--- src/rtl/irq_ctrl.sv ---
// Vectored interrupt controller: captures and masks peripheral requests, then
// issues one prioritised request at a time to the CPU and tracks the handler in service.
module irq_ctrl #(
  parameter int N_SRC = 8,
  parameter int ID_W  = 3
) (
  input  logic             clk,
  input  logic             rst,
  input  logic [N_SRC-1:0] irq_src,
  input  logic             sel,
  input  logic             we,
  input  logic [7:0]       addr,
  input  logic [31:0]      wdata,
  output logic [31:0]      rdata,
  output logic             int_req,
  output logic [ID_W-1:0]  int_vec,
  input  logic             int_ack,
  input  logic             eoi
);

  localparam int NV = 1 << ID_W;

  localparam logic [7:0] OFS_PEND = 8'h00;
  localparam logic [7:0] OFS_MASK = 8'h04;
  localparam logic [7:0] OFS_MODE = 8'h08;
  localparam logic [7:0] OFS_CTRL = 8'h0C;
  localparam logic [7:0] OFS_STAT = 8'h10;

  typedef enum logic [1:0] {
    IDLE,
    REQ,
    SERVICE
  } state_t;

  state_t state, state_next;

  logic [N_SRC-1:0] pend, mask, mode, irq_d;
  logic             gen;
  logic [ID_W-1:0]  cur_id, cur_id_next, int_vec_next;
  logic             in_service, in_service_next, int_req_next;

  logic [N_SRC-1:0] eligible, rise, w1c, ack_clr, pend_next;
  logic [NV-1:0]    elig_ext;
  logic [ID_W-1:0]  winner;
  logic             any_elig;
  logic             ack_take;
  logic             wr_pend, wr_mask, wr_mode, wr_ctrl;
  logic             unused_wdata;

  assign wr_pend = sel & we & (addr == OFS_PEND);
  assign wr_mask = sel & we & (addr == OFS_MASK);
  assign wr_mode = sel & we & (addr == OFS_MODE);
  assign wr_ctrl = sel & we & (addr == OFS_CTRL);

  assign unused_wdata = ^wdata[31:N_SRC];

  assign eligible = pend & mask & {N_SRC{gen}};
  assign elig_ext = NV'(eligible);
  assign any_elig = |eligible;
  assign rise     = irq_src & ~irq_d;
  assign w1c      = wr_pend ? wdata[N_SRC-1:0] : '0;

  // Scan from the bottom of the priority order so the lowest set index wins.
  always_comb begin
    winner = '0;
    for (int i = N_SRC - 1; i >= 0; i--) begin
      if (eligible[i]) winner = ID_W'(i);
    end
  end

  always_comb begin
    ack_clr = '0;
    for (int i = 0; i < N_SRC; i++) begin
      ack_clr[i] = ack_take & (int_vec == ID_W'(i));
    end
  end

  // Level bits follow the line; in edge bits a fresh rising edge beats any clear.
  assign pend_next = (mode & (rise | (pend & ~(w1c | ack_clr)))) | (~mode & irq_src);

  always_ff @(posedge clk) begin
    if (rst) begin
      irq_d <= '0;
      pend  <= '0;
      mask  <= '0;
      mode  <= '0;
      gen   <= 1'b0;
    end else begin
      irq_d <= irq_src;
      pend  <= pend_next;
      if (wr_mask) mask <= wdata[N_SRC-1:0];
      if (wr_mode) mode <= wdata[N_SRC-1:0];
      if (wr_ctrl) gen  <= wdata[0];
    end
  end

  always_ff @(posedge clk) begin
    if (rst) begin
      state      <= IDLE;
      int_req    <= 1'b0;
      int_vec    <= '0;
      cur_id     <= '0;
      in_service <= 1'b0;
    end else begin
      state      <= state_next;
      int_req    <= int_req_next;
      int_vec    <= int_vec_next;
      cur_id     <= cur_id_next;
      in_service <= in_service_next;
    end
  end

  // An ack in REQ takes precedence over a simultaneous withdrawal.
  always_comb begin
    state_next      = state;
    int_req_next    = int_req;
    int_vec_next    = int_vec;
    cur_id_next     = cur_id;
    in_service_next = in_service;
    ack_take        = 1'b0;
    case (state)
      IDLE: begin
        if (any_elig) begin
          state_next   = REQ;
          int_req_next = 1'b1;
          int_vec_next = winner;
        end
      end
      REQ: begin
        if (int_ack) begin
          ack_take        = 1'b1;
          state_next      = SERVICE;
          in_service_next = 1'b1;
          cur_id_next     = int_vec;
          int_req_next    = 1'b0;
        end else if (!elig_ext[int_vec]) begin
          state_next   = IDLE;
          int_req_next = 1'b0;
        end
      end
      SERVICE: begin
        if (eoi) begin
          state_next      = IDLE;
          in_service_next = 1'b0;
        end
      end
      default: begin
        state_next   = IDLE;
        int_req_next = 1'b0;
      end
    endcase
  end

  always_comb begin
    rdata = '0;
    if (sel) begin
      case (addr)
        OFS_PEND: rdata[N_SRC-1:0] = pend;
        OFS_MASK: rdata[N_SRC-1:0] = mask;
        OFS_MODE: rdata[N_SRC-1:0] = mode;
        OFS_CTRL: rdata[0]         = gen;
        OFS_STAT: begin
          rdata[ID_W+7:8] = cur_id;
          rdata[1]        = in_service;
          rdata[0]        = int_req;
        end
        default: rdata = '0;
      endcase
    end
  end

endmodule
--- config.mk ---
export PLATFORM = sky130hd
export DESIGN_NAME = irq_ctrl
export DESIGN_NICKNAME = d
export VERILOG_FILES = /design/src/rtl/irq_ctrl.sv
export SDC_FILE = /design/constraint.sdc
export NUM_CORES = 1
export LEC_CHECK = 0
export ABC_CLOCK_PERIOD_IN_PS = 5500
export CAP_MARGIN = 5
export CORE_UTILIZATION = 47
export DETAILED_ROUTE_END_ITERATION = 8
export PLACE_DENSITY = 0.85
export SLEW_MARGIN = 20
export SYNTH_ARGS = -nofsm -noshare
export SYNTH_HDL_FRONTEND = slang
export SYNTH_SLANG_ARGS = --single-unit
export TNS_END_PERCENT = 50
--- constraint.sdc ---
create_clock -name clk -period 5.5 [get_ports clk]
set_clock_uncertainty 0.05 [all_clocks]
set_input_delay 0.825 -clock clk [delete_from_list [all_inputs] [get_ports clk]]
set_output_delay 0.825 -clock clk [all_outputs]
set_load 0.05 [all_outputs]
Yosys cells after proc, flatten, opt, wreduce, memory -nomap -nowiden

Index checks and enable logic that the tools add are counted.

Register bits after elaboration: 43
Word-level logic and storage cells: 94

Reductions and logical operators: 10
Muxes and demuxes: 30
Eq/ne operators: 17
Bitwise logic cells: 26
Magnitude comparators: 1

Operators by type and width:

| kind               | count |
|---|---|
| $and 8x8->8        | 6 |
| $mux 3             | 9 |
| $not 8->8          | 3 |
| $or 8x8->8         | 3 |
| $pmux 6 s3         | 1 |
| $eq 8x4->1 const B | 2 |
| $and 1x1->1        | 13 |
| $eq 3x3->1 const B | 4 |
| $mux 11            | 1 |
| $reduce_and 3->1   | 3 |
| $eq 8x3->1 const B | 1 |
| $eq 8x5->1 const B | 1 |
| $logic_not 8->1    | 1 |
| $mux 1             | 8 |
| $mux 2             | 4 |
| $mux 8             | 1 |
| $reduce_or 8->1    | 1 |
| $eq 3x2->1 const B | 2 |
| $ne 2x2->1 const B | 3 |
| $pmux 2 s3         | 1 |
| $pmux 1 s5         | 1 |
| $lt 3x4->1 const B | 1 |
| $pmux 1 s4         | 1 |
| $reduce_and 2->1   | 2 |
| 11 further kinds   | 11 |

Depth between registers and ports, before layout

Word-level depth: 10
Depth in mapped cells: 7
Mapped depth without buffers: 5

Worst setup path after synthesis

No wires, ideal clock.

Path kind: input port to output port
From: input port addr[5]
To: output port rdata[2]
Stages on the path: 4
Data required time: 4.625 ns
Path slack: 2.127 ns
Buffers on the path: 0
Arrival: 2.498 ns
Cells stage by stage: or4_1 > nor2_1 > nand3b_1 > nor2_1

Cells in the longest elaborated chain, start to end: 3
Elaborated cells on any way between the ends: 5
Those cells by class: 2 x eq/ne; 2 x mux; 1 x reduce/logical

Ends and longest elaborated chain:

| item                               | RTL line | source |
|---|---|---|
| from (decl)                        | 12       | `input logic [7:0] addr,` |
| $eq 8x4->1 (tied with other cells) | 157      | `case (addr)` |
| $pmux 6 s3 (*)                     | 157      |  |
| $mux 11 (*)                        | 156      | `if (sel) begin` |
| to (decl)                          | 14       | `output logic [31:0] rdata,` |

Mark *: on every way between the ends. The rest lies on a longest branch, timed or not.

Final worst setup path

From: input port addr[5]
To: output port rdata[1]

Cells in the longest elaborated chain, start to end: 3
Elaborated cells on any way between the ends: 6
Those cells by class: 3 x eq/ne; 2 x mux; 1 x reduce/logical

Ends and longest elaborated chain:

| item                               | RTL line |
|---|---|
| $eq 8x5->1 (tied with other cells) | 157 |
| $pmux 1 s4 (*)                     | 157 |
| $mux 11 (*)                        | 156 |

Marks and branches as above.

==> reports/metrics.yaml <==
cts_root_buffer: "clkbuf_8"
drv_slew: 0
vias: 2164
die_x_um: 72.1
wl_met2_um: 2920
syn2layout_area_growth_pct: 22.0
crit_path_end: "rdata[1]"
peakVddDrop_v: 0.000132
combinationalPowerShare_pct: 12.1
outcome: "complete, no violations"
track_usage_pct: 24.8
via_per_inst: 5.40
wl_met3_um: 335
ys_types: 41
worstReg2RegStart: "state[0]"
seqCellArea_um2: 861
critical_path.max_fanout: 7
cp_data_required_time_ps: 4620
numPortBuffers: 44
p_switching_uw: 168
drcViolationCount: 0
dpl.hpwl_um: 4280
worstSkewPairLatency_ps: 290
dpl.cell_count: 393
wire_per_inst_um: 15.0
drv_cap: 0
period_share_pct: 80.3
wirelength_um: 6020
globalplace.congestion: 0.912
fin_hold_ws_ps: 438
synthArstFlopShare_pct: 0
cts-buffers-inserted: 5
cts_tree: "done"
wl_met1_um: 2690
die_h_um: 72.1
p_seq_share_pct: 48.9
p_leak_nw: 0.995
n_fill_cell: 452
grt_setup_unrepaired: "no"
path_clk_slew_ps: 80
grt_max_degree: 45
start_kind: "primary input"
crit_arrival_ps: 3540
max_freq_ghz: 0.226
antenna_found_initial: 0
hold_path_class: "reg2reg"
synth-seq-cells: 43
final-hold-violation-count: 0
drtPass1Iterations: 5
multi_input_area_um2: 1300
rows: 25
intPower_uw: 491
cts-resized-gates: 0
ys_warn_count: 0
top_layer: "met4"
grt_pass1_wl_um: 9920
synth.cell_area_um2: 2310
critPathKind: "in2out"
dr.first_iter.drc_count: 192
drive_gt1_share_pct: 3.29
layout.cells.non_filler: 401
pwr-share-clk_pct: 39.0
pin_count: 90
end_kind: "output pin"
cellPowerDensity_nw_per_um2: 234
switching_share_pct: 25.5
postCtsHoldBufs: 0
rrSetupSlack_ps: 3540
worst_pin_slew_ps: 698
reg2regPathDepth: 5
clock_sinks: 43
synth_edf_count: 0
ant_nets: 0
grt_pass1_vias: 1974
start_util_pct: 48.8
yosysSeqAreaShare_pct: 37.3
post-route-util_pct: 59.6
setup_viol: 0
insertedDiodeCount: 0
overflow: 0
die-area_um2: 5190
setup_tns_ps: 0
finalPower_uw: 659
avgSynthCellArea_um2: 7.79
cts-htree-levels: 2
finalCriticalPeriod_ps: 4420
core_area_um2: 4720
synth_ff_type: "dfxtp_1"
nNetsFinal: 387
netlist_instances: 296
rr_endpoint: "int_req"
slew_headroom_pct: 53.3
ctsLongestPathBuffers: 2
startpoint: "addr[5]"
cts_setup_buffers: 0
## power groups by stage
stage	clock [mW]	combinational [mW]	sequential, mW
after floorplan	0	0.0619	0.328
after global placement	0	0.0781	0.330
after detailed placement	0	0.0790	0.330
after CTS	0.262	0.0792	0.322
after global routing	0.271	0.0845	0.323
final	0.257	0.0798	0.322
## layout make-up
cell class              instances  area share (%)
clock buffers                   6            2.93
multi-input cells             236            46.1
inverters                       2           0.267
well taps                      67            2.98
clock inverters                 2            1.24
repair buffers                 45            15.9
flip-flops and latches         43            30.6
## stage by stage
stage / area (um2) / setup WS [ps]
final: 2820 / 1080
after global routing: 2820 / 1010
after CTS: 2820 / 1050
after detailed placement: 2700 / 1060
after global placement: 2700 / 1080
after floorplan: 2380 / 2130
## kinds of logic (layout without fill, tap and decap cells)
group,Yosys count,count (layout),share of synthesized area [%]
AND/OR/NAND/NOR,127,127,25.7
flip-flops,43,43,37.3
multiplexers,12,12,5.21
other,1,21,0.163
AO/OA/AOI/OAI,76,76,22.0
buffers and inverters,37,55,9.71
## registers in the layout (all words and copies together) (netlist names)
| register | count |
|---|---|
| pend | 8 |
| mode | 8 |
| in_service | 1 |
| gen | 1 |
| mask | 8 |
| int_vec | 3 |
| cur_id | 3 |
| state | 2 |
| irq_d | 8 |
| int_req | 1 |
## synthesized netlist by cell type (2+ instances only)
cell | n | share of area (%)
a31oi_1 | 2 | 0.54
a211oi_1 | 8 | 2.6
nor2_1 | 27 | 4.4
buf_2 | 2 | 0.43
nand3b_1 | 3 | 0.98
and2_1 | 3 | 0.81
a22oi_1 | 5 | 1.6
o21ai_0 | 2 | 0.43
a311oi_1 | 3 | 1.1
nor2b_1 | 12 | 3.3
inv_1 | 2 | 0.33
o21a_1 | 2 | 0.65
buf_4 | 22 | 7.2
nand2_1 | 61 | 9.9
nand4_1 | 2 | 0.54
nand3_1 | 8 | 1.7
mux2i_1 | 12 | 5.2
a21oi_1 | 36 | 7.8
and3_1 | 3 | 0.81
clkbuf_1 | 8 | 1.3
dfxtp_1 | 43 | 37
nand2b_1 | 2 | 0.54
a22o_1 | 8 | 3.0
buf_1 | 3 | 0.49
## worst max-delay path, cell delays in order
cell	delay, ps
clkdlybuf4s50_1	400
or4_1	590
nor2_1	230
nand3b_1	320
a21oi_1	220
o211a_1	160
clkdlybuf4s50_1	800
## metal layers
layer	GRT usage [%]	vias to the layer above
met2	43.2	79
met5	0	-
met4	6.97	0
met3	4.86	6
li1	-	1070
met1	31.2	1009
## placed cells by master (no fill, tap or decap), types with 2 or more instances in the layout
master / n
o21ai_0: 2
o21a_1: 2
nand3_1: 8
a22oi_1: 5
and2_1: 3
mux2i_1: 12
nand4_1: 2
a31oi_1: 2
dfxtp_1: 43
clkbuf_8: 6
nor2_1: 27
a211oi_1: 8
a21oi_1: 36
nand3b_1: 3
clkdlybuf4s50_1: 44
nand2b_1: 2
inv_1: 2
a311oi_1: 3
and3_1: 3
nand2_1: 61
nor2b_1: 12
conb_1: 21
a22o_1: 8
## worst min path at each step
| stage | end | cells after the start | from |
|---|---|---|---|
| floorplan | cur_id[2] | 2 | cur_id[2] |
| global placement | pend[4] | 2 | irq_d[4] |
| detailed placement | pend[2] | 2 | irq_d[2] |
| CTS | pend[2] | 2 | irq_d[2] |
| global route | pend[7] | 2 | irq_d[7] |
| finish | pend[5] | 2 | irq_d[5] |
Note: power is estimated with default switching activity, not from simulation.
